--- src/rtl/seq_arith_pkg.sv ---
// Shared arithmetic-datapath definitions for the sequential multiplier and divider.
// Holds the divider state encoding, the default datapath width and a
// two's-complement magnitude helper used by the signed operand path.
package seq_arith_pkg;

  localparam int ARITH_WIDTH = 8;
  // Widest operand the magnitude helper supports.
  localparam int ARITH_MAX_W = 64;

  typedef enum logic [1:0] {
    IDLE = 2'd0,
    RUN  = 2'd1,
    DONE = 2'd2
  } div_state_t;

  // Magnitude of a sign-extended two's-complement value. Callers
  // sign-extend to ARITH_MAX_W and truncate back to their own width.
  // The most-negative value maps onto itself, which reads correctly as an
  // unsigned magnitude after truncation.
  function automatic logic [ARITH_MAX_W-1:0] twos_mag(input logic [ARITH_MAX_W-1:0] v);
    return v[ARITH_MAX_W-1] ? (~v + {{(ARITH_MAX_W-1){1'b0}}, 1'b1}) : v;
  endfunction

endpackage

--- src/rtl/div_step.sv ---
// One restoring-division step: shift the next dividend bit into the partial
// remainder, then subtract the divisor when it fits.
// The stored remainder is always below the divisor, so only the shifted
// candidate needs the extra top bit for a safe compare when the divisor MSB=1.
module div_step
  import seq_arith_pkg::*;
#(
  parameter int WIDTH = ARITH_WIDTH
) (
  input  logic [WIDTH-1:0] p_i,
  input  logic             d_msb_i,
  input  logic [WIDTH-1:0] dvsr_i,
  output logic [WIDTH-1:0] p_o,
  output logic             q_o
);

  logic [WIDTH:0] p_sh;

  // Shift, compare against the zero-extended divisor, conditionally subtract.
  always_comb begin
    p_sh = {p_i, d_msb_i};
    q_o  = (p_sh >= {1'b0, dvsr_i});
    // The true difference is below 2^WIDTH, so a WIDTH-bit subtract is exact.
    p_o  = q_o ? (p_sh[WIDTH-1:0] - dvsr_i) : p_sh[WIDTH-1:0];
  end

endmodule

--- src/rtl/seq_divider.sv ---
// Multi-cycle restoring divider, one quotient bit per clock.
// start is accepted only in IDLE; results and div_by_zero are held until the
// next completion, with op_ready pulsing for one cycle in DONE.
// Optional: define SEQ_DIVIDER_SIGNED_EN for two's-complement operands
// (magnitudes at capture, truncating-division sign fix-up at completion).
module seq_divider
  import seq_arith_pkg::*;
#(
  parameter int WIDTH = ARITH_WIDTH
) (
  input  logic             clk,
  input  logic             rst,
  input  logic             start,
  input  logic [WIDTH-1:0] dividend,
  input  logic [WIDTH-1:0] divisor,
  output logic             busy,
  output logic             op_ready,
  output logic [WIDTH-1:0] quotient,
  output logic [WIDTH-1:0] remainder,
  output logic             div_by_zero
);

  localparam int CW = $clog2(WIDTH);

  div_state_t       state_q, state_d;
  logic [CW-1:0]    cnt_q, cnt_d;
  // Partial remainder.
  logic [WIDTH-1:0] p_q, p_d;
  // Dividend shifts out of the MSB while quotient bits shift into the LSB;
  // after WIDTH steps this register holds the unsigned quotient.
  logic [WIDTH-1:0] d_q, d_d;
  logic [WIDTH-1:0] dvsr_q, dvsr_d;
  logic [WIDTH-1:0] quo_q, quo_d;
  logic [WIDTH-1:0] rem_q, rem_d;
  logic             dbz_q, dbz_d;

  logic [WIDTH-1:0] step_p;
  logic             step_q;
  logic [WIDTH-1:0] dvd_mag, dvs_mag;
  logic [WIDTH-1:0] quo_fin, rem_fin;
  logic             last_step;

`ifdef SEQ_DIVIDER_SIGNED_EN
  logic             neg_quo_q, neg_quo_d;
  logic             neg_rem_q, neg_rem_d;

  // Core runs on magnitudes; signs are recorded separately at capture.
  always_comb begin
    dvd_mag = WIDTH'(twos_mag(ARITH_MAX_W'($signed(dividend))));
    dvs_mag = WIDTH'(twos_mag(ARITH_MAX_W'($signed(divisor))));
  end
`else
  // Unsigned build: operands feed the core directly.
  always_comb begin
    dvd_mag = dividend;
    dvs_mag = divisor;
  end
`endif

  div_step #(.WIDTH(WIDTH)) u_step (
    .p_i     (p_q),
    .d_msb_i (d_q[WIDTH-1]),
    .dvsr_i  (dvsr_q),
    .p_o     (step_p),
    .q_o     (step_q)
  );

  // Result of the final step, with sign correction when enabled.
  always_comb begin
    quo_fin   = {d_q[WIDTH-2:0], step_q};
    rem_fin   = step_p;
`ifdef SEQ_DIVIDER_SIGNED_EN
    if (neg_quo_q) quo_fin = -quo_fin;
    if (neg_rem_q) rem_fin = -rem_fin;
`endif
    last_step = (cnt_q == CW'(WIDTH - 1));
  end

  // State and datapath registers; reset clears everything and beats start.
  always_ff @(posedge clk) begin
    if (rst) begin
      state_q   <= IDLE;
      cnt_q     <= '0;
      p_q       <= '0;
      d_q       <= '0;
      dvsr_q    <= '0;
      quo_q     <= '0;
      rem_q     <= '0;
      dbz_q     <= 1'b0;
`ifdef SEQ_DIVIDER_SIGNED_EN
      neg_quo_q <= 1'b0;
      neg_rem_q <= 1'b0;
`endif
    end else begin
      state_q   <= state_d;
      cnt_q     <= cnt_d;
      p_q       <= p_d;
      d_q       <= d_d;
      dvsr_q    <= dvsr_d;
      quo_q     <= quo_d;
      rem_q     <= rem_d;
      dbz_q     <= dbz_d;
`ifdef SEQ_DIVIDER_SIGNED_EN
      neg_quo_q <= neg_quo_d;
      neg_rem_q <= neg_rem_d;
`endif
    end
  end

  // Next-state, datapath updates and status outputs.
  always_comb begin
    state_d   = state_q;
    cnt_d     = cnt_q;
    p_d       = p_q;
    d_d       = d_q;
    dvsr_d    = dvsr_q;
    quo_d     = quo_q;
    rem_d     = rem_q;
    dbz_d     = dbz_q;
`ifdef SEQ_DIVIDER_SIGNED_EN
    neg_quo_d = neg_quo_q;
    neg_rem_d = neg_rem_q;
`endif
    busy      = (state_q != IDLE);
    op_ready  = (state_q == DONE);

    case (state_q)
      IDLE: begin
        if (start) begin
          cnt_d = '0;
          p_d   = '0;
          dbz_d = (divisor == '0);
          if (divisor == '0) begin
            // Skip the core: results are defined directly and land in DONE.
            quo_d   = '1;
            rem_d   = dividend;
            state_d = DONE;
          end else begin
            d_d     = dvd_mag;
            dvsr_d  = dvs_mag;
            state_d = RUN;
`ifdef SEQ_DIVIDER_SIGNED_EN
            neg_quo_d = dividend[WIDTH-1] ^ divisor[WIDTH-1];
            neg_rem_d = dividend[WIDTH-1];
`endif
          end
        end
      end
      RUN: begin
        p_d   = step_p;
        d_d   = {d_q[WIDTH-2:0], step_q};
        cnt_d = cnt_q + CW'(1);
        if (last_step) begin
          // Publish on the last step so results are valid with op_ready.
          quo_d   = quo_fin;
          rem_d   = rem_fin;
          state_d = DONE;
        end
      end
      DONE: begin
        state_d = IDLE;
      end
      default: begin
        state_d = IDLE;
      end
    endcase
  end

  assign quotient    = quo_q;
  assign remainder   = rem_q;
  assign div_by_zero = dbz_q;

endmodule

--- config.mk ---
export PLATFORM = sky130hd
export DESIGN_NAME = seq_divider
export DESIGN_NICKNAME = d
export VERILOG_FILES = /design/src/rtl/seq_arith_pkg.sv /design/src/rtl/div_step.sv /design/src/rtl/seq_divider.sv
export SDC_FILE = /design/constraint.sdc
export NUM_CORES = 1
export LEC_CHECK = 0
export CAP_MARGIN = 20
export CORE_AREA = 2 2 100 102
export DETAILED_ROUTE_END_ITERATION = 12
export DIE_AREA = 0 0 102 104
export PLACE_DENSITY_LB_ADDON = 0.08
export SLEW_MARGIN = 10
export SYNTH_ARGS = -nofsm -noshare
export SYNTH_HDL_FRONTEND = slang
export SYNTH_SLANG_ARGS = --single-unit
--- constraint.sdc ---
create_clock -name clk -period 5.4 [get_ports clk]
set_input_delay 1.62 -clock clk [delete_from_list [all_inputs] [get_ports clk]]
set_output_delay 1.62 -clock clk [all_outputs]
set_load 0.02 [all_outputs]
---- Word-level counts from Yosys, hierarchy flattened ----
Index checks and enable logic that the tools add are counted.
Widths: inputs -> output; s select.
word-level totals
  output and inout port bits .............. 19
  bits in registers ....................... 46
  word-level logic and storage cells ...... 49
  bits of input ports ..................... 19
operators by class
  reduce and logical (&&, ||, !) cells .... 10
  magnitude comparators ................... 1
  add/sub/neg operators ................... 2
  bitwise gates (word level) .............. 1
  equality and inequality tests ........... 7
  muxes and demuxes ....................... 20
operators with widths
  cell                 count
  $mux 8               10
  $pmux 8 s2           4
  $ge 9x8->1           1
  $logic_not 8->1      1
  $ne 2x2->1 const B   4
  $sub 8x8->8          1
  $mux 2               3
  $pmux 3 s2           1
  $reduce_and 2->1     3
  $reduce_and 3->1     2
  $pmux 2 s2           1
  $reduce_and 4->1     1
  $reduce_bool 2->1    2
  $add 3x1->3 const B  1
  $eq 3x3->1 const B   1
  $mux 3               1
  $eq 2x1->1 const B   1
  $eq 2x2->1 const B   1
  $logic_not 2->1      1
  $not 1->1            1

---- Depth between registers and ports, before layout ----
Gate-level depths: netlist (run 1).
  depth in word-level cells ............... 4
  gate-level depth with buffers ........... 9

---- Modules after synthesis ----
A second synthesis (run 1) with hierarchy kept.
second synthesis, totals
  cells, all modules ...................... 264
  area total of the unflattened synthesis .. 2494.9 µm²
modules (own cells, without submodules)
  module       area an instance (µm²)  cells an instance  sequential area each (µm²)  instances
  seq_divider  1955.6                  198                920.9                       1
  div_step     539.3                   66                 0.0                         1

---- Least setup slack after synthesis (run 1) ----
No wires, ideal clock.
  kind .................................... in2reg
  start ................................... input divisor[0]
  end ..................................... register rem_q[7] (netlist: remainder[7])
  cell stages on the path ................. 6
  path buffers ............................ 1
  library setup time ...................... 0.091 ns
  data arrival time ....................... 2.683 ns
  path slack .............................. 2.626 ns
  cells stage by stage .................... nor4_4 nand3_1 a21oi_2 buf_6 o21ai_1 a311oi_1
between the ends
  cells in the longest elaborated chain, start to end .. 3
RTL lines
  item                               RTL line            source
  start, declared                    seq_divider.sv:15   input logic [WIDTH-1:0] divisor,
  $logic_not 8->1                    seq_divider.sv:133  if (divisor == '0) begin
  $ne 2x2->1 (no source line)        n/a
  $reduce_and 4->1 (no source line)  n/a
  end signal, assigned               seq_divider.sv:101  rem_q <= rem_d;
  end, declared                      seq_divider.sv:34   logic [WIDTH-1:0] rem_q, rem_d;
Every way passes these cells.
A chain may end at the register's enable or synchronous reset.

---- Final worst setup path (run 1) ----
  start ................................... input start
  end ..................................... register dvsr_q[0]
between the ends
  cells in the longest elaborated chain, start to end .. 1
RTL lines
  item                               RTL line           source
  start, declared                    seq_divider.sv:13  input logic start,
  $reduce_and 3->1 (no source line)  n/a
  end signal, assigned               seq_divider.sv:99  dvsr_q <= dvsr_d;
  end, declared                      seq_divider.sv:32  logic [WIDTH-1:0] dvsr_q, dvsr_d;
Every way passes these cells.

==> results of run 1 <==
## worst paths after layout
path                                endpoint        from  slack, ns
worst max-delay path               dvsr_q[0]       start       2.10
worst min-delay path                  p_q[7]      p_q[7]       0.48
worst max register to register  remainder[5]  state_q[1]       3.08
worst min register to register        p_q[7]      p_q[7]       0.48
## worst max-delay path, delay by kind of cell
kind            cells  cell delay, ns
compound gates      1            0.07
buf+inv             2            0.69
mux                 1            0.25
simple gates        3            0.85
## state kept, by name (all words and copies together) (netlist names)
signal / count
d_q: 8
remainder: 8
dvsr_q: 8
state_q: 2
quotient: 8
cnt_q: 3
div_by_zero: 1
p_q: 8
## layout make-up
class	count	area [um^2]	area share [%]
clock buffer	5	68.8	2.37
clock inverter	3	23.8	0.818
inverter	10	37.5	1.29
multi-input combinational	208	1290	44.3
sequential	46	921	31.7
tap	133	166	5.73
timing repair buffer	41	400	13.8
## power by group through the flow
stage | registers, mW | logic, mW | clock network (mW)
floorplan | 0.383 | 0.262 | 0
global placement | 0.390 | 0.328 | 0
detailed placement | 0.390 | 0.327 | 0
CTS | 0.382 | 0.328 | 0.238
global route | 0.385 | 0.364 | 0.250
finish | 0.382 | 0.322 | 0.226
## layer usage
metal  vias to the layer above  routed length [um]
li1                       1042                   -
met5                         -                   0
met2                        35                2690
met1                       908                3050
met4                         0                  38
met3                         7                 250
## synth_stat cells (2+ instances only)
| library cell | n | area [um^2] |
|---|---|---|
| xnor2_1 | 2 | 17.5 |
| nand3_1 | 6 | 30.0 |
| a211oi_1 | 7 | 52.6 |
| mux2_2 | 2 | 22.5 |
| nand2_1 | 30 | 113 |
| and2_1 | 3 | 18.8 |
| nor4_4 | 2 | 42.5 |
| a311oi_1 | 15 | 131 |
| clkbuf_1 | 7 | 26.3 |
| nor2b_1 | 4 | 25.0 |
| mux2i_1 | 2 | 20.0 |
| inv_1 | 10 | 37.5 |
| o21ai_1 | 2 | 10.0 |
| buf_2 | 7 | 35.0 |
| ha_1 | 10 | 125 |
| nand2b_1 | 2 | 12.5 |
| buf_6 | 2 | 22.5 |
| a21oi_2 | 2 | 17.5 |
| dfxtp_1 | 46 | 921 |
| a22oi_1 | 2 | 15.0 |
| nor2_1 | 61 | 229 |
| o21a_1 | 3 | 22.5 |
| a21oi_1 | 21 | 105 |
| o21ai_0 | 7 | 35.0 |
| o31ai_1 | 2 | 15.0 |
## cell families after synthesis
group | share of synthesized area [%]
adders and majority gates | 6.20
and+or+nand+nor | 22.9
xor gates and xnor gates | 1.12
DFF | 39.3
muxes | 1.82
buffers and inverters | 5.66
AOI/OAI and AO/OA | 23.0
## metrics by stage
step | area, um^2 | hold slack, ns | util, % | setup WS, ns
4_1_cts | 2910 | 0.488 | 30.4 | 2.07
3_5_place_dp | 2810 | 0.474 | 29.5 | 1.75
3_3_place_gp | 2810 | 0.460 | 29.5 | 1.69
2_1_floorplan | 2340 | 0.442 | - | 2.63
5_1_grt | 2910 | 0.520 | 30.4 | 1.89
6_report | 2910 | 0.481 | 30.4 | 2.10
==> results summary, run 1 <==
The number of nets in the synthesized netlist is 312. The proportion of register bits with asynchronous set or reset after synthesis is 0%. The number of antenna repair diodes is 0. TritonCTS built the clock tree. Setup total negative slack on the finished layout was measured at 0 ns. The synthesized instance count came out at 282. Clock latency on the worst-skew pair, taken at its later pin, is 0.31 ns.

The Yosys step of the flow raised 0 warnings. The final-report hold violation count is 0. The number of antenna violations at the first check in global routing is 0. The switching portion of total power came out at 36.9%. The total routed wirelength is 6030 um.

The number of slew-limit violations in the final report is 0. The number of global-route vias before repair came out at 1,917. The die extent in x came out at 102 um. The ratio of final minimum period to clock period came out at 61.0%.

The internal power came out at 0.586 mW. The category of the worst setup path launch point is a primary input. The share of total power in the clock network is 24.3%. The signal on the critical path passes through clkdlybuf4s50_1, o21bai_1, buf_4, nor2_1, and2_1, mux2i_1, nor2_1. Clock-pin slew was measured on the worst setup and hold paths at 0.09 ns. STA classifies the critical path endpoint as a flop. The library cell used most frequently in the layout, excluding fill and tap cells, is nor2_1. The detailed router finished its first iteration with 32 violations. The count of nets left with antenna violations after detail routing came out at 0. The area growth from synthesis to layout came out at 24.1%. The clock drives 46 sinks. Once placement completed, the tool counted placed cells totaling 438. Per report_power, the sequential group accounts for 41.0% of the total. The overall power is 0.930 mW. STA puts the critical path data required time at 5.58 ns. The net switching power figure is 0.343 mW. For the worst flop-to-flop path, the logic depth is 6. The clock buffer count from CTS came out at 5.

For the final database, setup skew stands at 0.0142 ns. The overflow left after global routing is 0. The final weighted congestion of routability-driven global placement is 0.724. The maximum buffer depth of the clock tree is 2.

The die footprint is 0.0106 mm^2. The maximum cell stage delay along the critical path is 0.54 ns. The number of placement rows came out at 36.

The maximum net fanout on the critical path came out at 15. The final count of negative-setup-slack endpoints is 0. The worst hold path class is reg -> reg. The part of the total power dissipated in combinational logic came out at 34.6%. The critical path in this run is classified as in -> reg.

The slowest library cell on the worst path is and2_1. The detailed-router iteration count before antenna repair came out at 4. The number of distinct library cells after synthesis is 50. The mapped cell area came out at 0.00234 mm^2. In this design, the critical path's most frequently occurring cell is nor2_1. Clock tree synthesis selected as its root buffer the cell clkbuf_8. The initial core utilization came out at 24.5%. The post-detailed-route wirelength per cell is 13.5 um. The final critical-path required period is 3.30 ns. The number of max-capacitance violations reported is 0. The leakage power total came out at 1.03 nW.

Global routing consumed, on the met2 layer, 18.8% of the routing resources. Excluding fillers, the count of instances in the completed layout stands at 446. The number of enable flip-flop cells after synthesis is 0. The cell depth of the worst hold path came out at 2. The most used flip-flop cell after synthesis is dfxtp_1. For this design, the CTS-stage hold fixing added 0 buffers. The global routing usage on met3 came out at 2.42%.

The slew at the pin with the worst max-slew slack came out at 0.937 ns. After global routing, the most crowded layer is met2. The library cells used most frequently in the layout, excluding fill and tap cells, are 61 x nor2_1, 46 x dfxtp_1, 37 x clkdlybuf4s50_1, 30 x nand2_1, 21 x a21oi_1. The number of fillers in the final layout is 1,081. The number of levels in the clock H-tree is 2. The placeable core region is 0.00955 mm^2. Summing the sequential cell areas from Yosys gives 39.3% of the chip area. The count of input and output buffers came out at 37. The height of the die came out at 104 um.

The number of buffers added for setup after CTS came out at 0. The data arrival time at the worst-slack endpoint came out at 3.47 ns. The number of nets in the finished design came out at 342. The via total after detailed routing came out at 1,992. The flow ran to the end, and the final reports show no timing, DRC or antenna violations. Setup repair after global routing left no endpoint under its margin.

The power density relative to cell area is 320 mW/mm^2. The synthesized area divided by synthesized cell count is 8.31 um^2. In the global route stage, overall resource usage came out at 12.1%. The number of remaining DRC errors came out at 0. The number of storage elements in the synthesis netlist is 46. The met1 demand-to-capacity share in global routing came out at 17.0%. The count of boundary I/O pins is 38.

The detailed placement HPWL came out at 4310 um. The upper clock frequency limit is 303 MHz. The peak ir drop on the vdd network came out at 110 uV. The number of cells upsized or downsized after cts is 0. The worst relative slew slack came out at 37.3%. The largest net degree at the start of global routing came out at 48.

The first-pass GRT wire length came out at 10,100 um. The proportion of layout cells with a drive suffix above 1 came out at 8.63%. The via count normalized by instance count is 4.47.
Note: power is estimated with default switching activity, not from simulation.
==> inputs of run 2 (changes only) <==
clock period = 3 ns   (was 5.4 ns; I/O delays follow)
==> results summary, run 2 (same netlist as run 1, synthesis figures left out) <==
The via total after detailed routing was 2,011 (+0.95%). The detailed router's first-iteration violation count is 99 (+210%). The number of remaining DRC errors came out at 0 (unchanged). The overflow left after global routing is 0 (unchanged). The overall fraction of global-route tracks in use was 12.5% (+0.39 points). The worst setup margin is 0.446 ns (-1.66 ns). The worst setup skew after layout is 0.0130 ns (-0.00125 ns).

The clock buffer count from CTS is 5 (unchanged). The sequential standard cell area came to 921 um^2 (unchanged). The slew at the pin with the worst max-slew slack came out at 0.965 ns (+0.0287 ns).

The worst path uses 85.1% of the clock period. The peak ir drop on the vdd network is 231 uV (+110%). The count of input and output buffers came out at 37 (unchanged). The final-report hold violation count is 0 (unchanged). TritonCTS built the clock tree. The detailed-router iteration count before antenna repair is 4 (unchanged).

The number of antenna violations at the first check in global routing is 0 (unchanged). The required time of the critical path came to 3.21 ns (-2.37 ns). The die footprint is 0.0106 mm^2 (unchanged). The number of clock sinks came to 46 (unchanged).

The number of fillers in the final layout is 1,043 (-3.5%). The placeable core region is 0.00955 mm^2 (unchanged). The insertion delay to the later sink of the worst-skew pair came out at 0.31 ns (about the same).

The initial core utilization is 24.5% (unchanged). The via count normalized by instance count was 4.49 (+0.50%). The final sum of negative setup slack was 0 ns (unchanged). The total of hold buffers inserted after clock tree synthesis is 0 (unchanged).

The maximum buffer depth of the clock tree is 2 (unchanged). Derived from the worst setup path, the maximum achievable clock frequency is 392 MHz. The final core area utilization came out at 30.9% (+0.43 points). The cell count after placement came out at 440 (+0.46%).

The number of antenna repair diodes came out at 0 (unchanged). The final count of negative-setup-slack endpoints came out at 0 (unchanged). The power density relative to cell area is 572 mW/mm^2 (+79%).

The worst relative slew slack came out at 35.4% (-1.9 points). The kind of capture point of the worst setup path is a flop. Setup repair after global routing left no endpoint under its margin. The post-detailed-route wirelength per cell came out at 13.8 um (+1.7%).

The leakage power total came out at 1.05 nW (+2.0%). The category of the worst setup path launch point is a primary input. The count of boundary I/O pins is 38 (unchanged). The clock transition at the registers of the reported paths came out at 0.10 ns (about the same). The number of max-capacitance violations reported is 0 (unchanged).

The clock period could shrink to 2.55 ns. The number of global-route vias before repair was 2,035 (+6.2%). The largest net degree at the start of global routing is 48 (unchanged). The number of levels in the clock H-tree came out at 2 (unchanged). The worst hold path belongs to the class reg -> reg. The number of standard cells in the layout, taps in and fillers out came out at 448 (+0.45%). The number of buffers added for setup after CTS came to 0 (unchanged). The data arrival time at the worst-slack endpoint is 2.76 ns (-0.71 ns). The detailed placement HPWL came out at 4310 um (about the same). The area growth from synthesis to layout came out at 25.9%. The count of nets left with antenna violations after detail routing came out at 0 (unchanged).

The number of nets in the finished design is 344 (+0.58%). The worst setup slack after placement came out at 0.128 ns (-1.62 ns). The worst hold margin came to 0.480 ns (-0.00140 ns). The area of the multi-input gates came to 0.00129 mm^2 (unchanged). The height of the die came out at 104 um (unchanged). The die extent in x is 102 um (unchanged).

The run finished with clean final reports. The number of cells upsized or downsized after cts is 0 (unchanged). The overall power is 1.69 mW (+81%). The final weighted congestion of routability-driven global placement came to 0.731 (+1.1%).

The number of slew-limit violations in the final report was 0 (unchanged). The first-pass GRT wire length came out at 10,400 um (+3.1%). The total routed wirelength came out at 6160 um (+2.1%). The library cells used most frequently in the layout, excluding fill and tap cells, are 61 x nor2_1, 46 x dfxtp_1, 37 x clkdlybuf4s50_1, 30 x nand2_1, 21 x a21oi_1. The maximum net fanout on the critical path is 15 (unchanged). The library cell used most frequently in the layout, excluding fill and tap cells, is nor2_1. The critical path is of the in -> reg type. The root buffer cell is clkbuf_8. The number of placement rows came out at 36 (unchanged).

The proportion of layout cells with a drive suffix above 1 is 9.21% (+0.58 points). The post-route standard cell area excluding fillers came to 0.00295 mm^2 (+1.4%). The placement-stage cell area came out at 0.00285 mm^2 (+1.4%).
==> run 2: cell count changes in the layout (fill, tap and decap cells not counted) <==
| cell | delta |
|---|---|
| clkinv_4 | +1 |
| buf_12 | +2 |
| clkinvlp_4 | -1 |
==> run 2: per-layer routing <==
| metal | up-vias | wire [um] | share of wire (%) | global-route usage [%] |
|---|---|---|---|---|
| met3 | 2 | 195 | 3.2 | 2.89 |
| li1 | 1049 | - | - | - |
| met5 | - | 0 | 0 | 0 |
| met2 | 29 | 2850 | 46 | 20.7 |
| met1 | 931 | 3080 | 50 | 16.1 |
| met4 | 0 | 38 | 0.62 | 3.14 |
==> run 2: power by group <==
part | total (mW) | internal [mW] | switching, mW
combinational | 0.589 | 0.240 | 0.349
clock | 0.411 | 0.169 | 0.242
sequential | 0.686 | 0.653 | 0.0329
==> run 2: cell type report <==
type,instances,share of cell area (%)
Timing Repair Buffer,43,14.9
Inverter,10,1.27
Clock inverter,3,0.849
Clock buffer,5,2.33
Tap cell,133,5.65
Sequential cell,46,31.2
Multi-Input combinational cell,208,43.7
==> run 2: final timing paths <==
path / from / endpoint / slack (ns) / cells after the start
worst max-delay path: divisor[1] / d_q[5] / 0.45 / 7
worst max register to register: dvsr_q[4] / remainder[0] / 0.75 / 8
worst min register to register: p_q[7] / p_q[7] / 0.48 / 2
worst min-delay path: p_q[7] / p_q[7] / 0.48 / 2
==> run 2: worst max-delay path: stages <==
cell and delay (ns):
clkdlybuf4s50_1 0.53, nor4_4 0.08, nand2_1 0.09, a21oi_1 0.07, nor2_1 0.73, nor2_1 0.08, a311oi_1 0.29
